<file path="config.mk">
export PLATFORM = sky130hd
export DESIGN_NAME = univ_shift_reg
export DESIGN_NICKNAME = d
export VERILOG_FILES = /design/src/rtl/usr_pkg.sv /design/src/rtl/usr_shift_cnt.sv /design/src/rtl/univ_shift_reg.sv
export SDC_FILE = /design/constraint.sdc
export NUM_CORES = 1
export LEC_CHECK = 0
export ABC_AREA = 1
export CAP_MARGIN = 10
export CORE_MARGIN = 5
export CORE_UTILIZATION = 41
export DETAILED_ROUTE_END_ITERATION = 8
export HOLD_SLACK_MARGIN = 0.15
export PLACE_DENSITY = 0.72
export RECOVER_POWER = 25
export SYNTH_ARGS = -nofsm -noshare
export SYNTH_HDL_FRONTEND = slang
export SYNTH_SLANG_ARGS = --single-unit
</file>
<file path="constraint.sdc">
create_clock -name clk -period 1.21 [get_ports clk]
set_input_delay 0.3025 -clock clk [delete_from_list [all_inputs] [get_ports clk]]
set_output_delay 0.3025 -clock clk [all_outputs]
set_load 0.05 [all_outputs]
</file>
<file path="src/rtl/usr_pkg.sv">
// Shared constants for the universal shift register.
package usr_pkg;

  // Operating modes selected by the 2-bit mode input.
  localparam logic [1:0] MODE_HOLD = 2'b00;
  localparam logic [1:0] MODE_SHR  = 2'b01;
  localparam logic [1:0] MODE_SHL  = 2'b10;
  localparam logic [1:0] MODE_LOAD = 2'b11;

  // True for either shift direction; both advance the shift counter.
  function automatic logic is_shift(input logic [1:0] m);
    return (m == MODE_SHR) || (m == MODE_SHL);
  endfunction

endpackage

</file>
<file path="src/rtl/usr_shift_cnt.sv">
// Saturating shift counter with a registered one-cycle "word done" pulse.
// cnt counts shifts since the last load or reset and sticks at WIDTH;
// done fires only on the edge that takes cnt from WIDTH-1 to WIDTH.
module usr_shift_cnt #(
  parameter int WIDTH = 4,
  parameter int CNT_W = $clog2(WIDTH + 1)
) (
  input  logic             clk,
  input  logic             clr,
  input  logic             en,
  input  logic             inc,
  input  logic             ld,
  output logic [CNT_W-1:0] cnt,
  output logic             done
);

  localparam logic [CNT_W-1:0] CNT_MAX  = CNT_W'(WIDTH);
  localparam logic [CNT_W-1:0] CNT_LAST = CNT_W'(WIDTH - 1);

  // Counter and done pulse; done defaults low so any edge that is not the
  // WIDTH-th shift clears it. A load wins over an increment.
  always_ff @(posedge clk or posedge clr) begin
    if (clr) begin
      cnt  <= '0;
      done <= 1'b0;
    end else begin
      done <= 1'b0;
      if (en) begin
        if (ld) begin
          cnt <= '0;
        end else if (inc && (cnt != CNT_MAX)) begin
          cnt <= cnt + 1'b1;
          if (cnt == CNT_LAST) begin
            done <= 1'b1;
          end
        end
      end
    end
  end

endmodule

</file>
<file path="src/rtl/univ_shift_reg.sv">
// Universal shift register: hold, shift right, shift left, parallel load,
// with clock enable and a shift counter for serializer/deserializer use.
module univ_shift_reg
  import usr_pkg::*;
#(
  parameter  int WIDTH = 4,
  localparam int CNT_W = $clog2(WIDTH + 1)
) (
  input  logic             clk,
  input  logic             clr,
  input  logic             en,
  input  logic [1:0]       mode,
  input  logic             SDR,
  input  logic             SDL,
  input  logic [WIDTH-1:0] D,
  output logic [WIDTH-1:0] Q,
  output logic             SOR,
  output logic             SOL,
  output logic [CNT_W-1:0] cnt,
  output logic             done
);

  logic [WIDTH-1:0] q_next;

  // Mode mux: right shift brings SDR in at the MSB, left shift brings SDL in at the LSB.
  always_comb begin
    q_next = Q;
    case (mode)
      MODE_HOLD: q_next = Q;
      MODE_SHR:  q_next = {SDR, Q[WIDTH-1:1]};
      MODE_SHL:  q_next = {Q[WIDTH-2:0], SDL};
      MODE_LOAD: q_next = D;
      default:   q_next = Q;
    endcase
  end

  // Data register; en=0 freezes it whatever the mode.
  always_ff @(posedge clk or posedge clr) begin
    if (clr) begin
      Q <= '0;
    end else if (en) begin
      Q <= q_next;
    end
  end

  assign SOR = Q[0];
  assign SOL = Q[WIDTH-1];

  usr_shift_cnt #(
    .WIDTH (WIDTH),
    .CNT_W (CNT_W)
  ) u_cnt (
    .clk  (clk),
    .clr  (clr),
    .en   (en),
    .inc  (is_shift(mode)),
    .ld   (mode == MODE_LOAD),
    .cnt  (cnt),
    .done (done)
  );

endmodule

</file>
Word-level counts from Yosys, hierarchy flattened
Index checks and enable logic that the tools add are counted.

operators by class
  $add $sub $neg = 1
  eq/ne operators = 5
  multiplexer cells = 7
  bitwise operators = 1
  reduce and logical (&&, ||, !) cells = 6

operators by type and width
  cell                                                              count
  4-bit case mux with 3 select lines                                1
  3-bit 2-to-1 mux                                                  2
  2-bit == test (second input constant)                             2
  1-bit 2-to-1 mux                                                  4
  2-bit AND reduction                                               2
  3-bit by 1-bit adder with 3-bit output (second input constant)    1
  3-bit by 2-bit == test with 1-bit output (second input constant)  1
  3-bit != test (second input constant)                             1
  2-bit by 1-bit == test with 1-bit output (second input constant)  1
  2-bit logical NOT                                                 1
  2-bit nonzero test                                                1
  1-bit logical AND                                                 1
  1-bit logical OR                                                  1
  1-bit NOT                                                         1

word-level totals
  flip-flop bits (word level) = 8
  input port bits = 11
  output and inout port bits = 10
  word-level logic and storage cells = 23

Longest topological paths before layout
Gate-level depths: netlist of the first run.

  depth after elaboration = 6
  gate-level depth with buffers = 8
  gate-level depth less buffers = 8

Hierarchy
Synthesis of the first run repeated with hierarchy kept, for this count alone.

unflattened totals
  cells, all modules = 84
  area total of the unflattened synthesis = 599.3 µm²

by module, submodules not included
  module          instances  cells each  area each (µm²)  seq. area each (µm²)
  univ_shift_reg  1          54          354.1            100.1
  usr_shift_cnt   1          30          245.2            100.1

Least setup slack after synthesis of the first run
No wires, ideal clock.

  path kind = register -> register
  from = register u_cnt.cnt[0]
  to = register u_cnt.cnt[0]
  setup time = 0.120 ns
  arrival = 1.294 ns
  data required time = 1.090 ns
  slack = -0.204 ns
  stages on the path, launching flop included = 9
  buffers on the path = 0
  clock period less this slack = 1.414 ns
  cells stage by stage = dfrtp_1 -> inv_1 -> ha_1 -> nand2_1 -> nand2_1 -> nand2_1 -> nand2_1 -> nand2_1 -> nand2_1

between the ends
  longest elaborated chain between the ends = 4
  elaborated cells between the ends (all ways) = 7
  those cells by class = add/sub: 1; eq/ne: 1; mux: 2; reduce/logical: 3

ends and longest elaborated chain
  element                                                                         RTL line             text
  from (decl)                                                                     usr_shift_cnt.sv:13  output logic [CNT_W-1:0] cnt,
  from (signal assigned)                                                          usr_shift_cnt.sv:32  cnt <= cnt + 1'b1;
  branches (longest 4 deep; another with 3-bit by 1-bit adder with 3-bit output)  --

Parallel ways; which one is timed is not known. The select of a mux whose other input is x is not followed.
A chain may end at the register's enable or synchronous reset.

Worst setup path in the final report of the first run
  from = register Q[0]
  to = output port SOR

RTL lines
  element                 RTL line              text
  from (decl)             univ_shift_reg.sv:16  output logic [WIDTH-1:0] Q,
  from (signal assigned)  univ_shift_reg.sv:42  Q <= q_next;
  to (decl)               univ_shift_reg.sv:17  output logic SOR,

No word-level cell between the ends.

==> results of run 1 <==
-- layer usage --
metal	up-vias	GRT usage
met1	240	0.140
met5	-	0
met3	0	0.0625
li1	274	-
met2	14	0.250
met4	0	0.0341
-- placed cells by master, fill, tap and decap left out, types with 2 or more instances in the layout --
| master | count |
|---|---|
| buf_12 | 10 |
| dfrtp_2 | 6 |
| clkdlybuf4s50_1 | 7 |
| nand3_1 | 2 |
| inv_1 | 11 |
| dfrtp_1 | 2 |
| ha_2 | 4 |
| clkbuf_4 | 3 |
| nand2_1 | 40 |
| inv_2 | 3 |
| dlygate4sd2_1 | 2 |
| nand2_2 | 2 |
-- metrics by stage --
step	std cells	power, uW	setup WS, ns	hold WS, ns	instance area (um^2)
after floorplan	79	869	-0.0321	0.118	553
after global placement	113	1300	-0.357	0.542	865
after detailed placement	113	1310	-0.409	0.540	865
after CTS	117	1550	0.00292	0.288	903
after global routing	117	1650	-0.00593	0.448	917
final	117	1550	0.0222	0.418	917
-- logic make-up after synthesis --
family | count (synthesis) | synth area share
and+or+nand+nor | 49 | 0.367
DFF | 8 | 0.370
buffers and inverters | 16 | 0.125
adders and majority gates | 6 | 0.139
-- timing repair --
item	CTS	global route
endpoints found under the setup margin	8	6
resized for setup	9	2
gates cloned	0	0
hold buffers	0	0
pin swaps	1	2
-- registers in the layout, summed over array words and instances, names as in the netlist --
register	flops
u_cnt.cnt	3
Q	4
u_cnt.done	1
-- worst max path at each step --
| stage | start | end | slack, ns | cells past startpoint |
|---|---|---|---|---|
| floorplan | u_cnt.cnt[0]$_DFFE_PP0P_ | u_cnt.cnt[2]$_DFFE_PP0P_ | -0.03 | 4 |
| global placement | mode[0] | Q[3]$_DFFE_PP0P_ | -0.36 | 8 |
| detailed placement | mode[1] | u_cnt.done$_DFF_PP0_ | -0.41 | 4 |
| CTS | u_cnt.cnt[0]$_DFFE_PP0P_ | u_cnt.cnt[2]$_DFFE_PP0P_ | 0.003 | 4 |
| global route | u_cnt.cnt[1]$_DFFE_PP0P_ | u_cnt.cnt[2]$_DFFE_PP0P_ | -0.006 | 4 |
| finish | Q[0]$_DFFE_PP0P_ | SOR | 0.02 | 1 |
-- power by group through the flow --
stage	clock network [uW]	logic (uW)	registers (uW)
2_1_floorplan	0	235	635
6_report	220	871	460
4_1_cts	232	858	459
3_3_place_gp	0	836	463
3_5_place_dp	0	847	462
5_1_grt	250	923	473
-- cell type report --
cell class | instances | area [um^2] | area share
Multi-Input combinational cell | 55 | 307 | 0.334
Timing Repair Buffer | 21 | 305 | 0.333
Sequential cell | 8 | 208 | 0.226
Inverter | 14 | 52.6 | 0.0573
Clock buffer | 4 | 26.3 | 0.0286
Tap cell | 15 | 18.8 | 0.0205
-- cell usage after synthesis (all sizes together) --
master / count / area [um^2]
nand3: 2 / 10.0
nand3b: 1 / 7.51
buf: 2 / 15.0
ha: 6 / 75.1
nor2: 3 / 16.3
inv: 14 / 52.6
dfrtp: 8 / 200
nand2: 42 / 158
and3: 1 / 7.51
==> metrics, run 1 <==
DR top layer met3; layout cells sized above 1 0.324; Vias 528; first-pass GRT wire length 2.01 mm; Nets 120; CTS H-tree lvls 1; reg-to-reg startpoint u_cnt.cnt[1]$_DFFE_PP0P_; WS Path Type flop to output pin; Site Rows 13; CP cell instances buf_12; total setup buffers inserted after CTS 0; Routed WL 1.30 mm; Hold Path Class input port to asynchronous set/reset pin; Worst-path clk slew 0.06 ns; R2R cell count 4; Tmin final 1.19 ns; RSZ-0062 raised after global routing yes; synth warn 0; Initial Util 0.427; Total GRT Usage 0.137; length of the first detailed-routing pass in iterations 2; Die ar. 2150 um^2; CORE AREA 1270 um^2; post-synthesis cell area 542 um^2; VDD IR max 0.00153 V; Buffers & Inverters on Critical Path 1; Hold Violations, Final 0; Internal Pwr Total 885 uW; Clock Path Buffers 2; Fmax 842 MHz; clock power share 0.142; RR Endpoint u_cnt.cnt[2]$_DFFE_PP0P_; CP max-delay cell dfrtp_2; clk_lat worst skew 0.26 ns; total grt overflow 0; CTS Root Cell clkbuf_4; Detailed Route Iter0 Violations 5; CP peak stage delay 0.46 ns; Syn Nets 96; Fin Setup TNS 0 ns; Final setup viols 0; Yosys cell types 10; switching pwr 665 uW; # fillers 103; sequential fraction of the synthesis area 0.370; hpwl dp 1.04 mm; WL met3 96 um; total CTS buffers 3; Core Util, Final 0.723; crit path launch type flop; ant diodes 0; worst slew pin tran 0.292 ns; Fin Clk Skew 0.00605 ns; Slew HR 0.805; height of the die 46.4 um; synthesized instance count 79; maximum capacitance violations 0; Routed WL per cell 11.1 um; Critical Path RT 0.91 ns; Flop pwr share 0.297; Pwr per Cell Area 1690 nW/um^2; switching part of the total power 0.429; CP top delay family flip-flops; Post-Route M1 WL 480 um; synthesized flop and latch total 8; WL met2 724 um; Final Max Slew Viols 0; TritonCTS Sinks 8; Lkg Pwr 0.000476 uW; Area Overhead vs Synth 69.3%; I/O pin count 21; CTS tree yes; Die Wd 46.4 um; number of global-route vias before repair 488; Setup crit end kind output pin; initial antenna violation count 0; Placer Congestion 0.822; Worst Path Max Fanout 4; status finished, final reports clean; final antenna-violating net count 0; largest net degree at the start of global routing 9; FF-to-FF setup slack 0.03 ns; Port Buf Inserts 20; syn avg cell area 6.86 um^2; Residual DRC 0; vias per inst 4.51; Final period util 0.982; Logic pwr share 0.562; Arr. time, crit path 0.89 ns
No activity file was read; power rests on OpenSTA's default activity.
==> run 2: changes to the inputs <==
--- a/config.mk
+++ b/config.mk
@@ -16,3 +16,4 @@
 export SYNTH_ARGS = -nofsm -noshare
 export SYNTH_HDL_FRONTEND = slang
 export SYNTH_SLANG_ARGS = --single-unit
+export TNS_END_PERCENT = 30
==> metrics, run 2 (synthesis gave the netlist of run 1 again) <==
Die ar. 2150 um^2; CORE AREA 1270 um^2; Nets 122; CTS Root Cell clkbuf_4; I/O pin count 21; Pwr per Cell Area 1720 nW/um^2; Worst-path clk slew 0.06 ns; commonest cells after routing, fill and taps aside nand2_1 (40), inv_1 (12), buf_12 (10); ant diodes 0; Site Rows 13; CTS H-tree lvls 1; pre-CTS WS -0.401 ns; failing checks setup timing; Placer Congestion 0.780; Initial Util 0.427; Clock Path Buffers 2; Routed WL 1.25 mm; status finished, violations left; met2 usage 0.239; Final period util 1.02; first-pass GRT wire length 2.06 mm; cts hold-fix bufs 0; CP top delay family flip-flops; CTS tree yes; FF-to-FF setup slack 0.05 ns; most common cell after layout, fill and taps aside nand2_1; Residual DRC 0; Area Overhead vs Synth 68.8%; dpl cells 114; Setup crit end kind output pin; layer carrying the most global-route usage met2; vias per inst 4.50; layout cells sized above 1 0.298; CP peak stage delay 0.42 ns; CP cell instances buf_6, buf_12; Arr. time, crit path 0.93 ns; length of the first detailed-routing pass in iterations 4; Port Buf Inserts 20; CP max-delay cell dfrtp_2; Fmax 810 MHz; Core Util, Final 0.721; final antenna-violating net count 0; worst setup margin -0.0253 ns; Worst Path Max Fanout 3; Slew HR 0.801; Routed WL per cell 10.5 um; Vias 536; Post-Layout Cell Count 119; clk_lat worst skew 0.25 ns; RSZ-0062 raised after global routing yes; height of the die 46.4 um; VDD IR max 0.00156 V; Hold Violations, Final 0; Tmin final 1.24 ns; Final Max Slew Viols 0; Critical Path RT 0.91 ns; Hold Path Class input port to asynchronous set/reset pin; total CTS buffers 3; Largest Register Q; routing usage on met3 0.0508; Largest regs Q: 4 flops, u_cnt.cnt: 3 flops, u_cnt.done: 1 flops; Lkg Pwr 0.000491 uW; final total power 1580 uW; Buffers & Inverters on Critical Path 2; total grt overflow 0; max FFs per register 4; TritonCTS Sinks 8; initial antenna violation count 0; crit path launch type flop; routing usage on met1 0.160; worst slew pin tran 0.298 ns; Fin Clk Skew 0.0104 ns; Fin Hold WS 0.426 ns; Die Wd 46.4 um; maximum capacitance violations 0; Final setup viols 1; hpwl dp 1.04 mm; WS Path Type flop to output pin; largest net degree at the start of global routing 9; Detailed Route Iter0 Violations 7; Total GRT Usage 0.136; number of global-route vias before repair 495
[run 2: cell count changes in the layout (fill, tap and decap cells not counted), sizes merged]
cell	previous run	this run
buf	11	13
[run 2: area by class of cell]
cell class                 count  area [um^2]
fill                         109          354
timing repair buffer          23          324
multi-input combinational     55          287
sequential                     8          206
inverter                      14         52.6
clock buffer                   4         26.3
tap                           15         18.8
[run 2: metrics by stage]
stage	cell area, um^2	TNS (ns)
floorplan	548	-0.0667
finish	915	-0.0253
global route	915	-0.0721
CTS	898	-0.0325
global placement	867	-2.92
detailed placement	867	-3.02
[run 2: path summary, 6_finish.rpt]
| check | from | to | depth (start not counted) |
|---|---|---|---|
| min in group clk | u_cnt.cnt[2]$_DFFE_PP0P_ | u_cnt.cnt[2]$_DFFE_PP0P_ | 2 |
| hold / removal | clr | Q[1]$_DFFE_PP0P_ | 2 |
| setup reg to reg | u_cnt.cnt[1]$_DFFE_PP0P_ | u_cnt.cnt[2]$_DFFE_PP0P_ | 4 |
| setup / recovery | u_cnt.cnt[0]$_DFFE_PP0P_ | cnt[0] | 2 |
| max in group asynchronous | clr | u_cnt.cnt[0]$_DFFE_PP0P_ | 2 |
| hold reg to reg | u_cnt.cnt[2]$_DFFE_PP0P_ | u_cnt.cnt[2]$_DFFE_PP0P_ | 2 |
[run 2: per-layer routing]
metal | up-vias | share of wire
li1 | 279 | -
met1 | 237 | 0.40
met2 | 20 | 0.51
met3 | 0 | 0.091
met4 | 0 | 0
met5 | - | 0
[run 2: worst register-to-register path, stage by stage, from the launching register on]
cell	delay (ns)
dfrtp_2	0.45
ha_2	0.19
ha_1	0.26
nand3b_1	0.15
nand2_1	0.06
[run 2: repair_timing]
| action | 4_1_cts | 5_1_grt |
|---|---|---|
| gates resized for setup | 5 | 5 |
| pin swaps | 0 | 1 |
| setup endpoints to repair | 11 | 6 |
| setup buffers | 0 | 1 |
[run 2: power breakdown]
part	leakage, uW	internal [uW]	switching [uW]
sequential	0.0000975	342	110
combinational	0.000378	443	463
clock	0.0000150	126	91.4
==> run 3: changes to the inputs <==
--- a/config.mk
+++ b/config.mk
@@ -10,7 +10,7 @@
 export CORE_MARGIN = 5
 export CORE_UTILIZATION = 41
 export DETAILED_ROUTE_END_ITERATION = 8
-export HOLD_SLACK_MARGIN = 0.15
+export HOLD_SLACK_MARGIN = 0.03
 export PLACE_DENSITY = 0.72
 export RECOVER_POWER = 25
 export SYNTH_ARGS = -nofsm -noshare
==> constraint.sdc (replaced) <==
create_clock -name clk -period 1.3 [get_ports clk]
set_input_delay 0.325 -clock clk [delete_from_list [all_inputs] [get_ports clk]]
set_output_delay 0.325 -clock clk [all_outputs]
set_load 0.05 [all_outputs]
==> metrics, run 3 (synthesis gave the netlist of run 1 again) <==
total CTS buffers 3; initial antenna violation count 0; height of the die 46.4 um; pre-CTS WS -0.336 ns; most common cell after layout, fill and taps aside nand2_1; hpwl dp 1.01 mm; CTS H-tree lvls 1; CP top delay family flip-flops; maximum capacitance violations 0; design area 887 um^2; status finished, final reports clean; Fin Clk Skew 0.00337 ns; DR top layer met3; commonest cells after routing, fill and taps aside nand2_1 (41), inv_1 (12), buf_12 (10); Arr. time, crit path 0.91 ns; length of the first detailed-routing pass in iterations 3; first-pass GRT wire length 2.11 mm; layout cells sized above 1 0.235; Initial Util 0.427; Worst Path Max Fanout 4; Area Overhead vs Synth 63.7%; reg-to-reg startpoint u_cnt.cnt[0]$_DFFE_PP0P_; Largest regs Q: 4 flops, u_cnt.cnt: 3 flops, u_cnt.done: 1 flops; CTS tree yes; Levels on crit path 1; Slew HR 0.792; Final Max Slew Viols 0; Routed WL per cell 10.5 um; clk_lat worst skew 0.25 ns; I/O pin count 21; Port Buf Inserts 20; Fmax 811 MHz; CP peak stage delay 0.48 ns; largest net degree at the start of global routing 9; Residual DRC 0; ant diodes 0; area post-placement 856 um^2; dpl cells 113; Critical Path RT 0.98 ns; worst slew pin tran 0.311 ns; Pwr per Cell Area 1570 nW/um^2; WL met2 635 um; Placer Congestion 0.856; Clock Path Buffers 2; critical path startpoint Q[0]$_DFFE_PP0P_; crit path launch type flop; final antenna-violating net count 0; CORE AREA 1270 um^2; Largest Register Q; Post-Route M1 WL 490 um; Vias 528; CP max-delay cell dfrtp_1; final total power 1400 uW; RR Endpoint u_cnt.cnt[2]$_DFFE_PP0P_; Die ar. 2150 um^2; VDD IR max 0.000983 V; TritonCTS Sinks 8; RSZ-0062 raised after global routing no; WS Path Type flop to output pin; number of global-route vias before repair 515; Setup crit end kind output pin; Post-Layout Cell Count 117; WL met3 97 um; Hold Path Class input port to asynchronous set/reset pin; Site Rows 13; Fin Setup TNS 0 ns; Tmin final 1.23 ns; Worst-path clk slew 0.06 ns; Lkg Pwr 0.000484 uW; Total GRT Usage 0.136; CTS Root Cell clkbuf_4; Final setup viols 0; Routed WL 1.22 mm; total grt overflow 0; worst setup margin 0.0669 ns; Hold Violations, Final 0; Die Wd 46.4 um; max FFs per register 4; total setup buffers inserted after CTS 0; CP cell instances buf_12; vias per inst 4.51; R2R cell count 4; Final period util 0.949; Buffers & Inverters on Critical Path 1; Detailed Route Iter0 Violations 4; FF-to-FF setup slack 0.10 ns; Nets 120
==> run 3: how the worst max path moves through the flow <==
stage,to,slack [ns]
floorplan,u_cnt.cnt[2]$_DFFE_PP0P_,0.03
global placement,u_cnt.done$_DFF_PP0_,-0.33
global route,u_cnt.cnt[0]$_DFFE_PP0P_,0.005
finish,Q[0],0.07
detailed placement,u_cnt.done$_DFF_PP0_,-0.34
CTS,Q[0],0.05
==> run 3: final cells by class <==
| class | count | area [um^2] |
|---|---|---|
| Inverter | 14 | 52.6 |
| Fill cell | 103 | 382 |
| Multi-Input combinational cell | 55 | 282 |
| Clock buffer | 4 | 26.3 |
| Timing Repair Buffer | 21 | 305 |
| Sequential cell | 8 | 203 |
| Tap cell | 15 | 18.8 |
==> run 3: per-layer routing <==
layer | up-vias | GRT usage
met2 | 15 | 0.253
li1 | 274 | -
met1 | 239 | 0.155
met3 | 0 | 0.0273
met4 | 0 | 0.0341
met5 | - | 0
==> run 3: what timing repair did <==
item | CTS | global route
hold buffers | 0 | 0
setup endpoints to repair | 8 | 0
resized for setup | 7 | 0
==> run 3: stage by stage <==
step / util / hold WS (ns)
floorplan: - / 0.141
global placement: 0.675 / 0.538
detailed placement: 0.675 / 0.543
CTS: 0.699 / 0.324
global route: 0.699 / 0.489
finish: 0.699 / 0.455
==> run 3: power by group <==
group,internal [uW],switching (uW)
Clock,118,88.8
Combinational,368,402
Sequential,314,106
Total,800,597
